===== config.mk =====
export PLATFORM = sky130hd
export DESIGN_NAME = button_event_decoder
export DESIGN_NICKNAME = d
export VERILOG_FILES = /design/src/rtl/button_event_decoder.sv
export SDC_FILE = /design/constraint.sdc
export NUM_CORES = 1
export LEC_CHECK = 0
export BUFFER_PORTS_ARGS = -buffer_cell sky130_fd_sc_hd__buf_2
export CAP_MARGIN = 15
export CORE_MARGIN = 1.5
export CORE_UTILIZATION = 66
export DETAILED_ROUTE_END_ITERATION = 16
export PLACE_DENSITY = 0.81
export SLEW_MARGIN = 40
export SYNTH_ARGS = -nofsm -noshare
export SYNTH_HDL_FRONTEND = slang
export SYNTH_SLANG_ARGS = --single-unit

===== constraint.sdc =====
create_clock -name clk -period 4.7 [get_ports clk]
set_input_delay 0.235 -clock clk [delete_from_list [all_inputs] [get_ports clk]]
set_output_delay 0.235 -clock clk [all_outputs]
set_load 0.02 [all_outputs]

===== src/rtl/button_event_decoder.sv =====
// Classifies the debounced button level into short-press, long-press and double-click pulses.
// Latency: each event pulse is registered and appears one cycle after the edge that decides it.
// Backpressure: none; the events are fire-and-forget pulses and the FSM always advances.
module button_event_decoder #(
    parameter int unsigned        CNT_W      = 32,
    parameter logic [CNT_W-1:0]   LONG_TICKS = 50_000_000,
    parameter logic [CNT_W-1:0]   GAP_TICKS  = 12_500_000
) (
    input  logic clk,
    input  logic reset,
    input  logic clean,
    output logic short_press,
    output logic long_press,
    output logic double_click,
    output logic busy
);

    typedef enum logic [1:0] {
        IDLE   = 2'd0,
        PRESS1 = 2'd1,
        WAIT2  = 2'd2,
        HOLD   = 2'd3
    } state_t;

    localparam logic [CNT_W-1:0] LONG_LAST = LONG_TICKS - 1'b1;
    localparam logic [CNT_W-1:0] GAP_LAST  = GAP_TICKS - 1'b1;

    state_t           state;
    logic [CNT_W-1:0] cnt;
    logic             clean_d;
    logic             rise;

    assign rise = clean & ~clean_d;
    assign busy = (state != IDLE);

    // clean_d resets high so a button held across reset must be released before it counts.
    always_ff @(posedge clk) begin
        if (reset) begin
            state        <= IDLE;
            cnt          <= '0;
            clean_d      <= 1'b1;
            short_press  <= 1'b0;
            long_press   <= 1'b0;
            double_click <= 1'b0;
        end else begin
            clean_d      <= clean;
            short_press  <= 1'b0;
            long_press   <= 1'b0;
            double_click <= 1'b0;
            unique case (state)
                IDLE: begin
                    if (rise) begin
                        state <= PRESS1;
                        cnt   <= '0;
                    end
                end
                PRESS1: begin
                    // A release on the terminal edge takes precedence over the long press.
                    if (!clean) begin
                        state <= WAIT2;
                        cnt   <= '0;
                    end else if (cnt == LONG_LAST) begin
                        long_press <= 1'b1;
                        state      <= HOLD;
                        cnt        <= '0;
                    end else begin
                        cnt <= cnt + 1'b1;
                    end
                end
                WAIT2: begin
                    // A press on the terminal edge still counts as the second click.
                    if (clean) begin
                        double_click <= 1'b1;
                        state        <= HOLD;
                        cnt          <= '0;
                    end else if (cnt == GAP_LAST) begin
                        short_press <= 1'b1;
                        state       <= IDLE;
                        cnt         <= '0;
                    end else begin
                        cnt <= cnt + 1'b1;
                    end
                end
                HOLD: begin
                    if (!clean) begin
                        state <= IDLE;
                        cnt   <= '0;
                    end
                end
                default: begin
                    state <= IDLE;
                    cnt   <= '0;
                end
            endcase
        end
    end

endmodule

# Word-level counts from Yosys, hierarchy flattened
# Cells that the tools add are included.
# totals
reg_bits	38
inputBits	3
output_inout_bits	4
elab_cells	45
# classes
addsub	1
eq_ne	9
muxes	17
bitwise	5
n_reduce_logical	7
# op_table
operator	n
$mux W32	6
$pmux W32 S4	1
$add A32 B1 Y32 const B	1
$eq A32 B24 Y1 const B	1
$eq A32 B26 Y1 const B	1
$mux W2	6
$pmux W2 S4	1
$ne A3 B3 Y1 const B	2
$reduce_or A3 Y1	2
$eq A2 B2 Y1 const B	2
$ne A2 B2 Y1 const B	2
$not A1 Y1	4
$reduce_and A4 Y1	1
$mux W1	3
$eq A2 B1 Y1 const B	1
$logic_not A2 Y1	1
$reduce_and A2 Y1	1
$reduce_bool A2 Y1	1
$reduce_or A2 Y1	1
$and A1 B1 Y1	1

# Logic depth before layout (Yosys ltp)
# depth
word_depth	4
ltp_mapped	9
depth_no_buf	7

# Least setup slack after synthesis
# Ideal clock, no wire load.
# synth_path
kind	register to register
start	reg state[0]
end	reg cnt[7]
setup_ns	0.115
t_arrival_ns	1.926
required_ns	4.585
setup_slack_ns	2.658
stages_incl_launch_ff	10
n_path_buf	2
synth_period_minus_slack_ns	2.042
path_cell_list	dfxtp_1 > inv_1 > ha_1 > nand2b_2 > nand2_1 > and3_1 > buf_6 > o41ai_4 > buf_6 > nor2_2
# synth_via
elab_chain_cells	3
word_cells_on_any_way	8
classes_between	eq/ne (5); mux (1); reduce/logical (2)
# synth_lines
element	line	text
start: declaration	28	state_t state;
start signal: assignment	39	state <= IDLE;
start signal: assignment	53	state <= PRESS1;
start signal: assignment	60	state <= WAIT2;
$eq A2 B2 Y1 / $logic_not A2 Y1 (equally long branches)	50	unique case (state)
$ne A2 B2 Y1 (no source line)	-	
$reduce_and A2 Y1 (no source line)	-	
end signal: assignment	67	cnt <= cnt + 1'b1;
end signal: assignment	81	cnt <= cnt + 1'b1;
end: declaration	29	logic [CNT_W-1:0] cnt;
# Parallel ways exist; a longest one is shown, timed or not.
# A chain may end at the register's enable or synchronous reset.

# Worst setup path in the final report
# layout_path
start	reg state[0]
end	reg cnt[20]
# The elaborated chain is that of the path after synthesis.

==> run summary <==
Status - completed
Most common cell after layout, fill and taps aside - dfxtp_1
Final WL - 4760 um
Max rail drop VDD - 0.201 mV
CP required - 4940 ps
Worst Setup SP - state[0]$_SDFFE_PP0P_
Max Slew Vio Count - 0
Hold Crit Start - clean
Post-CTS Setup Inserts - 0
Synth Area in Adders - 3.27%
Initial Utilization - 68.7%
CTS sink cnt - 38
Commonest cells after routing, fill and taps aside - dfxtp_1, nand2_1
Post-synthesis sequential area ratio - 33.2%
Cell Area, Synth - 2290 sq um
Final Cycle Share - 48.8%
CP max-delay cell - a21o_1
Reg2reg start - state[0]$_SDFFE_PP0P_
Via Count - 1910
Max-cap viol count - 0
Resize count post-CTS - 0
Area after DPL - 2340 sq um
Setup TNS - 0 ps
Max clock buf depth - 2
Die Ht - 62.0 um
Worst-Skew Late Latency - 360 ps
Drt first pass iters - 4
Slew headroom - 54.7%
Power Density - 323 nW/um^2
Drc violations - 0
Antenna viol nets, final - 0
Max incr delay on CP - 430 ps
Utilization after layout - 72.3%
Worst Path Arrival - 2530 ps
Post-synth top flop - dfxtp_1
Die area - 3840 sq um
Hold-fix buffers at CTS - 0
Synth Area in Simple Gates - 34.4%
Total GRT Usage - 26.0%
Crit path max-delay family - compound AO/OA/AOI/OAI gates
Final instance area - 2410 sq um
Placer congestion estimate - 0.921
Number of I/O port buffers - 6
H-tree Lvls - 2
I/O pins - 7
Period minus WS final - 2290 ps
Syn-to-layout area delta - 5.24%
Final Setup Violations - 0
Core box area - 3340 sq um
Dpl hpwl - 3480 um
Avg Vias per Cell - 6.10
Setup Skew - 16.4 ps
Clock buffer count from CTS - 5
Synth Register Bits - 38
Pre-CTS setup slack - 2430 ps
Cell taking the most area after synthesis - dfxtp_1
Initial antenna violation count - 0
FILL cells - 283
Critical path launch point type - register
Pin count of the biggest net entering global routing - 26
Syn avg cell area - 8.89 sq um
Initial DRC Count - 166
FMAX - 436 MHz
Wire per inst - 15.2 um
Fin worst setup slack - 2410 ps
Pleak - 0.768 nW
Ys async rst share - 0%
Worst Max-Slew Pin Slew - 679 ps
Synth area leaders - dfxtp_1, xnor2_1, nor2_2
Synth Area in XOR/XNOR - 6.11%
Antenna Cells - 0
Post-synth EDFFs - 0
Post-synthesis mux area share - 0%
CTS tree - built
Syn nets - 267
Compound-gate portion of the synthesized area - 18.5%
Clock-pin slew on the worst setup and hold paths - 130 ps
Synth warn - 0
Post-synth top area share - 33.2%
Share of cells above drive strength 1 - 21.3%
Worst Setup Path Type - register to register
Netlist cell types - 55
Crit-path max FO - 25
RSZ-0062 raised after global routing - false
Crit. End Element - register
Critical path cell sequence - inv_1, ha_1, a21o_1, o41ai_4, buf_4, nor2b_1
First-pass GRT wire length - 7330 um
Final count of hold timing violations - 0
Main combinational cell family by area after synthesis - simple AND/OR/NAND/NOR gates
Gate Count Post-Synth - 258
CP bufs+invs - 2
Num rows - 21
Hold Path Class - primary input to register
Congestion Overflow GR - 0
Final nets - 275
Root Buffer - clkbuf_4
Number of global-route vias before repair - 1646
Die width - 62.0 um
==> routing by layer <==
metal	wire length, um	global-route usage [%]	up-vias	share of wire (%)
li1	-	-	964	-
met1	2210	33.2	892	46
met2	2270	42.9	45	48
met3	193	4.76	9	4.1
met4	83	11.6	0	1.7
met5	0	0	-	0
==> flip-flops by register name, summed over array words and instances, names as in the netlist <==
signal / cells
cnt: 32
state: 2
clean_d: 1
double_click: 1
long_press: 1
short_press: 1
==> stage by stage <==
stage	instances	total power [mW]	hold WS, ps
2_1_floorplan	258	0.534	342
3_3_place_gp	305	0.554	472
3_5_place_dp	305	0.557	482
4_1_cts	313	0.778	142
5_1_grt	313	0.815	163
6_report	313	0.778	133
==> cell type report <==
type,count,area (sq um),share of cell area [%]
multi-input cells,200,1430,59.1
well taps,46,57.6,2.38
repair buffers,7,37.5,1.56
clock buffers,5,37.5,1.56
flip-flops and latches,38,761,31.5
inverters,14,52.6,2.18
clock inverters,3,40.0,1.66
==> logic make-up after synthesis <==
family	count (synthesis)
AND/OR/NAND/NOR	125
adder cells (fa/ha/maj)	6
buffers and inverters	20
AO/OA/AOI/OAI	53
flip-flops	38
XOR/XNOR	16
==> final timing paths <==
check                               to  slack, ps  cells after the start
setup reg to reg  cnt[20]$_SDFFE_PP0P_       2410                      6
setup / recovery  cnt[20]$_SDFFE_PP0P_       2410                      6
hold / removal      clean_d$_SDFF_PP1_        130                      2
hold reg to reg    cnt[1]$_SDFFE_PP0P_        500                      2
==> where the power goes <==
group | total (mW) | internal, mW | switching, mW
registers | 0.337 | 0.330 | 0.00783
logic | 0.213 | 0.0615 | 0.151
clock network | 0.228 | 0.110 | 0.118
==> Yosys cell counts, drive strengths merged, types with 6 or more instances <==
master	n
nor4	7
nand4	11
or3	8
nor3	9
ha	6
xnor2	11
o21ai	8
a21oi	21
nand2	23
dfxtp	38
nor2	22
nand3	14
inv	14
Note: power is estimated with default switching activity, not from simulation.
